<file path="src/rtl/alu_pkg.sv">
// alu_pkg: shared definitions for the ALU scheduler slice.
//   N_REQ        number of requesters sharing the ALU
//   ALU_*        3-bit ALU function codes
//   state_e      sequencer state encoding (IDLE/EXEC/RESP)
package alu_pkg;

  localparam int N_REQ = 2;

  localparam logic [2:0] ALU_ADD  = 3'd0;
  localparam logic [2:0] ALU_SUB  = 3'd1;
  localparam logic [2:0] ALU_AND  = 3'd2;
  localparam logic [2:0] ALU_OR   = 3'd3;
  localparam logic [2:0] ALU_XOR  = 3'd4;
  localparam logic [2:0] ALU_SLL  = 3'd5;
  localparam logic [2:0] ALU_SRL  = 3'd6;
  localparam logic [2:0] ALU_PASS = 3'd7;

  typedef enum logic [1:0] {
    IDLE = 2'd0,
    EXEC = 2'd1,
    RESP = 2'd2
  } state_e;

endpackage

</file>
<file path="src/rtl/alu_rr_arb.sv">
// alu_rr_arb: 2-way arbiter producing a one-hot grant.
// Optional macro: ALU_SCHED_FIXED_PRIO_EN
//   defined   -> requester 0 always wins a contest, no pointer state
//   undefined -> round-robin on a last-served pointer (resets to 1)
// Ports:
//   clk_i     clock, rising edge
//   rst_ni    asynchronous reset, active-low
//   valid_i   request valid per requester
//   update_i  strobe: the current grant was accepted, advance pointer
//   grant_o   one-hot grant, zero when nothing is valid
module alu_rr_arb
  import alu_pkg::*;
(
  input  logic             clk_i,
  input  logic             rst_ni,
  input  logic [N_REQ-1:0] valid_i,
  input  logic             update_i,
  output logic [N_REQ-1:0] grant_o
);

`ifdef ALU_SCHED_FIXED_PRIO_EN

  logic unused_inputs;
  assign unused_inputs = ^{clk_i, rst_ni, update_i};

  always_comb begin
    grant_o = '0;
    if (valid_i[0])      grant_o = 2'b01;
    else if (valid_i[1]) grant_o = 2'b10;
  end

`else

  // Index of the requester served most recently.
  logic last_q;
  logic last_d;

  always_comb begin
    grant_o = valid_i;
    // On contention, favour the one not served last.
    if (valid_i == 2'b11) grant_o = last_q ? 2'b01 : 2'b10;
  end

  assign last_d = update_i ? grant_o[1] : last_q;

  always_ff @(posedge clk_i or negedge rst_ni) begin
    if (!rst_ni) last_q <= 1'b1;
    else         last_q <= last_d;
  end

`endif

endmodule

</file>
<file path="src/rtl/alu_sched.sv">
// alu_sched: shares one SISD ALU between two requesters. Accepts an
// operation over valid/ready, drives the ALU bus for LATENCY cycles,
// captures result plus flags and returns them to the issuing requester.
// Optional macro: ALU_SCHED_FIXED_PRIO_EN (fixed priority, see alu_rr_arb).
// Parameters: WIDTH operand width, LATENCY ALU hold cycles (>=1).
// Ports:
//   i_clk, i_rst_n            clock, async active-low reset
//   i_req_valid/o_req_ready   per-requester request handshake
//   i_s1, i_s2, i_func        operands/function, {req1, req0}
//   o_resp_valid/i_resp_ready per-requester response handshake
//   o_result, o_zero, o_negative, o_overflow   captured result and flags
//   o_alu_en, o_alu_s1, o_alu_s2, o_alu_func   ALU drive bus
//   i_alu_result, i_alu_overflow               ALU return
//
// state | meaning
// IDLE  | waiting for a request, o_req_ready follows the arbiter
// EXEC  | ALU enabled, counting LATENCY cycles, capture on last count
// RESP  | response held to owner until its i_resp_ready
module alu_sched
  import alu_pkg::*;
#(
  parameter int WIDTH   = 8,
  parameter int LATENCY = 1
) (
  input  logic                 i_clk,
  input  logic                 i_rst_n,
  input  logic [N_REQ-1:0]     i_req_valid,
  output logic [N_REQ-1:0]     o_req_ready,
  input  logic [2*WIDTH-1:0]   i_s1,
  input  logic [2*WIDTH-1:0]   i_s2,
  input  logic [5:0]           i_func,
  output logic [N_REQ-1:0]     o_resp_valid,
  input  logic [N_REQ-1:0]     i_resp_ready,
  output logic [WIDTH-1:0]     o_result,
  output logic                 o_zero,
  output logic                 o_negative,
  output logic                 o_overflow,
  output logic                 o_alu_en,
  output logic [WIDTH-1:0]     o_alu_s1,
  output logic [WIDTH-1:0]     o_alu_s2,
  output logic [2:0]           o_alu_func,
  input  logic [WIDTH-1:0]     i_alu_result,
  input  logic                 i_alu_overflow
);

  localparam int CW = (LATENCY > 1) ? $clog2(LATENCY) : 1;
  localparam logic [CW-1:0] CNT_LAST = CW'(LATENCY - 1);

  state_e             state_q;
  logic [CW-1:0]      cnt_q;
  logic               owner_q;
  logic [N_REQ-1:0]   resp_valid_q;
  logic [WIDTH-1:0]   result_q;
  logic               zero_q;
  logic               neg_q;
  logic               ovf_q;
  logic               alu_en_q;
  logic [WIDTH-1:0]   alu_s1_q;
  logic [WIDTH-1:0]   alu_s2_q;
  logic [2:0]         alu_func_q;

  logic [N_REQ-1:0]   gnt;
  logic               accept;
  logic               acc_id;

  alu_rr_arb u_arb (
    .clk_i    (i_clk),
    .rst_ni   (i_rst_n),
    .valid_i  (i_req_valid),
    .update_i (accept),
    .grant_o  (gnt)
  );

  // Gated by reset so the port reads 0 while reset is held.
  assign o_req_ready = (state_q == IDLE && i_rst_n) ? gnt : '0;
  assign accept      = |(i_req_valid & o_req_ready);
  assign acc_id      = gnt[1];

  always_ff @(posedge i_clk or negedge i_rst_n) begin
    if (!i_rst_n) begin
      state_q      <= IDLE;
      cnt_q        <= '0;
      owner_q      <= 1'b0;
      resp_valid_q <= '0;
      result_q     <= '0;
      zero_q       <= 1'b0;
      neg_q        <= 1'b0;
      ovf_q        <= 1'b0;
      alu_en_q     <= 1'b0;
      alu_s1_q     <= '0;
      alu_s2_q     <= '0;
      alu_func_q   <= '0;
    end else begin
      case (state_q)
        IDLE: begin
          if (accept) begin
            // Operands go straight onto the ALU bus; they then hold
            // there after EXEC until the next accept.
            owner_q    <= acc_id;
            alu_s1_q   <= acc_id ? i_s1[2*WIDTH-1:WIDTH] : i_s1[WIDTH-1:0];
            alu_s2_q   <= acc_id ? i_s2[2*WIDTH-1:WIDTH] : i_s2[WIDTH-1:0];
            alu_func_q <= acc_id ? i_func[5:3] : i_func[2:0];
            alu_en_q   <= 1'b1;
            cnt_q      <= '0;
            state_q    <= EXEC;
          end
        end
        EXEC: begin
          if (cnt_q == CNT_LAST) begin
            result_q     <= i_alu_result;
            ovf_q        <= i_alu_overflow;
            zero_q       <= (i_alu_result == '0);
            neg_q        <= i_alu_result[WIDTH-1];
            alu_en_q     <= 1'b0;
            resp_valid_q <= owner_q ? 2'b10 : 2'b01;
            cnt_q        <= '0;
            state_q      <= RESP;
          end else begin
            cnt_q <= cnt_q + CW'(1);
          end
        end
        RESP: begin
          if (i_resp_ready[owner_q]) begin
            resp_valid_q <= '0;
            state_q      <= IDLE;
          end
        end
        default: state_q <= IDLE;
      endcase
    end
  end

  assign o_resp_valid = resp_valid_q;
  assign o_result     = result_q;
  assign o_zero       = zero_q;
  assign o_negative   = neg_q;
  assign o_overflow   = ovf_q;
  assign o_alu_en     = alu_en_q;
  assign o_alu_s1     = alu_s1_q;
  assign o_alu_s2     = alu_s2_q;
  assign o_alu_func   = alu_func_q;

endmodule

</file>
<file path="config.mk">
export PLATFORM = sky130hd
export DESIGN_NAME = alu_sched
export DESIGN_NICKNAME = d
export VERILOG_FILES = /design/src/rtl/alu_pkg.sv /design/src/rtl/alu_rr_arb.sv /design/src/rtl/alu_sched.sv
export SDC_FILE = /design/constraint.sdc
export NUM_CORES = 1
export LEC_CHECK = 0
export ABC_CLOCK_PERIOD_IN_PS = 1300
export CAP_MARGIN = 20
export CORE_AREA = 3 3 77 79
export DETAILED_ROUTE_END_ITERATION = 10
export DIE_AREA = 0 0 80 82
export GPL_ROUTABILITY_DRIVEN = 0
export GPL_TIMING_DRIVEN = 0
export PLACE_DENSITY = 0.75
export SETUP_SLACK_MARGIN = 0.05
export SYNTH_ARGS = -nofsm -noshare
export SYNTH_HDL_FRONTEND = slang
export SYNTH_SLANG_ARGS = --single-unit
export TNS_END_PERCENT = 30
</file>
<file path="constraint.sdc">
create_clock -name i_clk -period 1.3 [get_ports i_clk]
set_input_delay 0.13 -clock i_clk [delete_from_list [all_inputs] [get_ports i_clk]]
set_output_delay 0.13 -clock i_clk [all_outputs]
set_load 0.05 [all_outputs]
</file>
==> results of run 1 <==
==> sequential cells by signal, summed over array words and instances, names as in the netlist <==
name	count
o_zero	1
state_q	2
o_resp_valid	2
o_alu_s1	8
owner_q	1
o_alu_en	1
o_result	8
u_arb.last_q	1
o_alu_s2	8
o_overflow	1
o_alu_func	3
==> metal layers <==
metal	vias to the layer above	share of wire, %
met1	780	40
met3	10	5.4
li1	723	-
met4	0	2.2
met5	-	0
met2	53	52
==> final timing paths <==
check                                              start                  endpoint  slack [ns]
worst min register to register      o_alu_en$_DFFE_PN0P_      o_alu_en$_DFFE_PN0P_        0.48
worst min-delay path                             i_rst_n   o_result[0]$_DFFE_PN0P_       -0.21
max in group asynchronous                        i_rst_n  u_arb.last_q$_DFFE_PN1P_        1.16
worst max-delay path            u_arb.last_q$_DFFE_PN1P_            o_req_ready[1]       -0.25
min in group i_clk                        i_req_valid[0]  u_arb.last_q$_DFFE_PN1P_        0.26
worst max register to register  u_arb.last_q$_DFFE_PN1P_   o_alu_s1[0]$_DFFE_PN0P_       -0.09
==> power breakdown <==
| part | switching, mW | leakage, nW | internal [mW] | total (mW) |
|---|---|---|---|---|
| clock network | 0.403 | 0.0552 | 0.569 | 0.972 |
| registers | 0.372 | 0.403 | 1.65 | 2.02 |
| logic | 2.79 | 0.823 | 1.94 | 4.74 |
==> worst max-delay path, stage by stage (launching register included) <==
cell and delay [ns]:
dfstp_2 0.39, a21bo_2 0.21, buf_6 0.12, nor4b_4 0.21, buf_6 0.19
==> cells in the mapped netlist <==
library cell,n
a21bo_1,1
a21bo_2,1
a21o_1,1
a21oi_1,5
a221oi_2,1
a2bb2oi_1,19
a311oi_2,1
a31oi_1,1
buf_2,3
buf_4,4
buf_6,1
clkbuf_1,5
dfrtp_1,35
dfstp_2,1
inv_1,2
mux2_1,5
mux2_2,4
nand2_1,4
nand2b_1,1
nand3b_1,1
nor2_1,1
nor2b_1,3
nor3b_1,1
nor3b_4,1
nor4_1,2
nor4b_1,1
o21a_2,1
o21ai_0,2
o32ai_1,19
==> layout make-up <==
class / count / area share, %
inverter: 2 / 0.237
timing repair buffer: 103 / 33.3
tap: 72 / 2.84
buffer: 12 / 3.59
clock buffer: 6 / 2.29
clock inverter: 2 / 1.11
sequential: 36 / 28.5
multi-input combinational: 76 / 28.1
==> stage by stage <==
step	area [um2]	hold slack, ns
2_1_floorplan	1650	-0.166
3_3_place_gp	2620	0.460
3_5_place_dp	2610	0.270
4_1_cts	2970	-0.195
5_1_grt	3170	-0.185
6_report	3170	-0.214
==> what timing repair did <==
| item | 4_1_cts | 5_1_grt |
|---|---|---|
| resized for setup | 154 | 26 |
| gates cloned | 1 | 1 |
| pin swaps | 3 | 3 |
| buffers inserted | 9 | 5 |
| endpoints found under the hold margin | 35 | 35 |
| endpoints found under the setup margin | 64 | 35 |
==> cells by family (layout without fill, tap and decap cells) <==
| logic type | after synthesis | in the layout |
|---|---|---|
| buffers and inverters | 15 | 125 |
| flip-flops | 36 | 36 |
| AND/OR/NAND/NOR | 15 | 15 |
| multiplexers | 9 | 9 |
| AO/OA/AOI/OAI | 52 | 52 |
==> impl_metrics.yaml, run 1 <==
run_status:
  status: "complete, but fails checks"
  violations: "hold timing, setup timing"
sta:
  fin_crit_ns: 1.55
  rsz0062_at_grt: "true"
  finalSetupViolCount: 21
  hold_slack_ns: -0.214
  finalCritPeriodShare_pct: 119
  fmaxAchievable_mhz: 647
  hold_violations: 35
  setup_slack_ns: -0.246
  maxSlewViolCount: 0
  clock_skew_ns: 0.0104
  fin_setup_tns_ns: -1.27
  tightest_slew_ns: 0.473
  slew_headroom_pct: 68.5
clock_network:
  cts_tree: "done"
  clkSinkCount: 36
  worst_skew_pair.late_latency_ns: 0.29
  htree_levels: 2
  clk_pin_slew_ns: 0.08
  clock_path_buffers: 2
  cts-root-buf: "clkbuf_8"
  numCtsBuffers: 5
setup_path:
  path_max_fanout: 3
  arrival_ns: 1.42
  cp-end-kind: "output port"
  startpoint_type: "register"
  critPathKind: "reg -> out"
  required_ns: 1.17
  reg2reg_depth: 5
yosys:
  yosys_warnings: 0
  synthCells: 127
  ys_ff_latch: 36
  synth-xor-area-share_pct: 0
  synthAdderAreaFrac_pct: 0
  synthTopCellsByArea: "dfrtp_1 (54%), a2bb2oi_1 (10%), o32ai_1 (10%)"
  synthMuxAreaShare_pct: 6.24
  synth-compound-area-share_pct: 27.1
  synth.top_cell.area_share_pct: 53.9
  yosysTopAreaCell: "dfrtp_1"
  netlist_area_um2: 1630
  ys_seq_area_share_pct: 55.5
  ys_types: 29
  yosys.area_share.simple_pct: 6.08
  syn_nets: 180
  synth_top_family_by_area: "compound AO/OA/AOI/OAI gates"
  syn_area_per_cell_um2: 12.8
cells_and_area:
  layout_commonest_cell: "clkdlybuf4s50_1"
  regArea_um2: 905
  final_cell_mix: "clkdlybuf4s50_1 (49), dfrtp_1 (33), clkdlybuf4s15_2 (32)"
  multiInputGateArea_um2: 890
  fin_util_pct: 58.6
  final_cells: 309
  nets: 289
  n_antenna_cell: 0
  area_growth_pct: 95.0
  drive_gt1_share_pct: 49.8
  fillers: 444
grt:
  track_usage_pct: 17.1
  grt_max_degree: 39
  grt_first_pass_wirelength_um: 8520
  gr-usage-met2_pct: 28.8
  grt_pass1_vias: 1646
  grtUsageMet1_pct: 20.9
  busiest_layer: "met2"
  grtUsageMet3_pct: 4.71
  gr-total-overflow: 0
  antenna_found_initial: 0
die:
  ios: 88
  dieHeight_um: 82
  die_area_um2: 6560
  fp.dieW_um: 80
  coreArea_um2: 5410
  core.rowCount: 27
  initial_utilization_pct: 30.1
route:
  wl_um: 5480
  vias: 1566
  first_pass_iters: 4
  drc: 0
  drtAntennaViolNets: 0
  drt_iter0_markers: 65
  vias_per_cell: 5.07
  routedWlPerCell_um: 17.7
placement:
  dpl.hpwl_um: 3670
  post-place-ws_ns: -1.13
  placed_cells: 286
  io_buffer_count: 87
run:
  maxCapViolCount: 0
power:
  power_density_nw_per_um2: 2440
  ir_worst_vdd_uv: 1280
  p_leak_nw: 1.28
  p_total_mw: 7.73
min_path:
  min_path_type: "in -> async"
(Power assumes the default switching activity.)
==> inputs of run 2 (changes only) <==
--- a/config.mk
+++ b/config.mk
@@ -7,10 +7,11 @@
 export LEC_CHECK = 0
+export ABC_AREA = 1
 export ABC_CLOCK_PERIOD_IN_PS = 1300
 export CAP_MARGIN = 20
-export CORE_AREA = 3 3 77 79
+export CORE_AREA = 3 3 80 82
 export DETAILED_ROUTE_END_ITERATION = 10
-export DIE_AREA = 0 0 80 82
+export DIE_AREA = 0 0 83 85
 export GPL_ROUTABILITY_DRIVEN = 0
 export GPL_TIMING_DRIVEN = 0
-export PLACE_DENSITY = 0.75
+export PLACE_DENSITY = 0.74
 export SETUP_SLACK_MARGIN = 0.05
==> constraint.sdc (replaced) <==
create_clock -name i_clk -period 1.3 [get_ports i_clk]
set_input_delay 0.39 -clock i_clk [delete_from_list [all_inputs] [get_ports i_clk]]
set_output_delay 0.39 -clock i_clk [all_outputs]
set_load 0.05 [all_outputs]
==> run 2 against run 1 <==
- the run still ends with hold timing, setup timing left
- largest power group unchanged
- power is 2.7% lower
- core utilization is 3.8 points lower
- first-iteration DRC count increased by 28%
- largest cell class unchanged
- die area is 7.5% higher
- highest routed layer unchanged
==> impl_metrics.yaml, run 2 <==
cells_and_area:
  multiInputGateArea_um2: 785
  final_cell_mix: "nand2_1 (117), clkdlybuf4s50_1 (49), buf_6 (40)"
  regArea_um2: 902
  nets: 399
  area_growth_pct: 78.5
  fillers: 555
  fin_util_pct: 54.8
  n_antenna_cell: 0
  drive_gt1_share_pct: 29.1
  layout_commonest_cell: "nand2_1"
  final_cells: 422
placement:
  post-place-ws_ns: -1.68
  placed_cells: 394
  io_buffer_count: 87
  dpl.hpwl_um: 3470
yosys:
  syn_nets: 285
  ys_ff_latch: 36
  synth.top_cell.area_share_pct: 49.0
  yosys_warnings: 0
  synthCells: 232
  ys.flop_type: "dfrtp_1"
  netlist_area_um2: 1790
  ys_seq_area_share_pct: 50.5
  yosys-top-cells-count: "nand2_1 (129), dfrtp_1 (35), nand3_1 (25)"
  synth_enable_flop_cells: 0
  syn_area_per_cell_um2: 7.70
  async_flop_share_pct: 100
  yosysTopAreaCell: "dfrtp_1"
  ys_types: 18
  synthTopCellsByArea: "dfrtp_1 (49%), nand2_1 (27%), nand3_1 (7.0%)"
  yosysMostFrequentCell: "nand2_1"
clock_network:
  cts-root-buf: "clkbuf_8"
  cts_tree: "done"
  clkSinkCount: 36
  clock_path_buffers: 2
  worst_skew_pair.late_latency_ns: 0.28
  htree_levels: 2
  clk_pin_slew_ns: 0.07
  numCtsBuffers: 5
power:
  power_density_nw_per_um2: 2360
  ir_worst_vdd_uv: 1340
  p_leak_nw: 1.65
route:
  drt_iter0_markers: 83
  wl_um: 5160
  drtAntennaViolNets: 0
  drc: 0
  first_pass_iters: 4
  routedWlPerCell_um: 12.2
  vias: 1850
  vias_per_cell: 4.38
die:
  coreArea_um2: 5820
  ios: 88
  initial_utilization_pct: 30.7
  core.rowCount: 28
  die_area_um2: 7060
  fp.dieW_um: 83
  dieHeight_um: 85
setup_path:
  reg2reg_depth: 11
  arrival_ns: 1.38
  rr_startpoint: "u_arb.last_q$_DFFE_PN1P_"
  startpoint_type: "register"
  critPathKind: "reg -> out"
  worstPathCellList: "nand2_2 -> nand2_2 -> inv_2 -> nand2_4 -> buf_8 -> clkinvlp_4 -> buf_8"
  rrSetupSlack_ns: -0.20
  cpPeakStageDelay_ns: 0.56
  crit_start: "u_arb.last_q$_DFFE_PN1P_"
  cp-end-kind: "output port"
  required_ns: 0.91
  path_max_fanout: 3
  r2r-end: "o_alu_s1[0]$_DFFE_PN0P_"
  slowest_stage: "dfstp_2"
grt:
  gr-total-overflow: 0
  antenna_found_initial: 0
  track_usage_pct: 14.1
  grt_pass1_vias: 1754
  grt_max_degree: 38
  grt_first_pass_wirelength_um: 8000
sta:
  slew_headroom_pct: 81.1
  clock_skew_ns: 0.00468
  tightest_slew_ns: 0.283
  fin_crit_ns: 1.77
  rsz0062_at_grt: "true"
  setup_slack_ns: -0.472
  fmaxAchievable_mhz: 564
  finalSetupViolCount: 26
  fin_setup_tns_ns: -4.23
  hold_slack_ns: -0.0308
  finalCritPeriodShare_pct: 136
  maxSlewViolCount: 0
  hold_violations: 35
run_status:
  violations: "hold timing, setup timing"
  status: "complete, but fails checks"
run:
  maxCapViolCount: 0
min_path:
  min_path_type: "in -> async"
[run 2: logic make-up after synthesis]
logic type             share of synthesized area [%]
AND/OR/NAND/NOR                                 39.6
flip-flops                                      50.5
buffers and inverters                           8.33
AO/OA/AOI/OAI                                   1.61
[run 2: layout make-up]
class / instances / area share, %
timing repair buffer: 110 / 36.5
sequential: 36 / 28.3
multi-input combinational: 173 / 24.6
buffer: 9 / 3.30
tap: 75 / 2.94
clock buffer: 8 / 2.82
inverter: 11 / 1.57
[run 2: worst max-delay path by stage]
stage / end / depth (start not counted)
6_report: o_req_ready[1] / 7
4_1_cts: o_req_ready[1] / 7
2_1_floorplan: o_req_ready[1] / 6
5_1_grt: o_req_ready[1] / 7
3_5_place_dp: o_req_ready[1] / 7
3_3_place_gp: o_req_ready[1] / 7
[run 2: metal layers]
metal	track usage (%)	vias to the layer above	routed length (um)
met5	0	-	0
met4	3.57	0	40
met3	5.73	5	408
met2	25.2	63	2700
met1	15.5	838	2000
li1	-	944	-
[run 2: critical path, delay by kind of cell, from the launching register on]
kind | cells | cell delay (ns)
flops | 1 | 0.56
buf+inv | 4 | 0.37
simple gates | 3 | 0.17
[run 2: where the power goes]
part	internal (mW)	switching [mW]	total, mW	leakage (nW)
clock	0.432	0.374	0.806	0.0455
sequential	1.64	0.372	2.01	0.446
combinational	1.87	2.83	4.70	1.16
total	3.95	3.58	7.52	1.65
[run 2: timing repair]
| item | 4_1_cts | 5_1_grt |
|---|---|---|
| setup buffers | 13 | 9 |
| resized for setup | 190 | 107 |
| cloned | 0 | 4 |
| endpoints found under the setup margin | 58 | 67 |
| pin swaps | 2 | 22 |
| endpoints found under the hold margin | 35 | 35 |
[run 2: through the flow]
step | total power, mW | instance area [um2]
floorplan | 4.65 | 1790
global placement | 6.01 | 2760
detailed placement | 6.08 | 2750
CTS | 7.15 | 3020
global route | 7.98 | 3190
finish | 7.52 | 3190
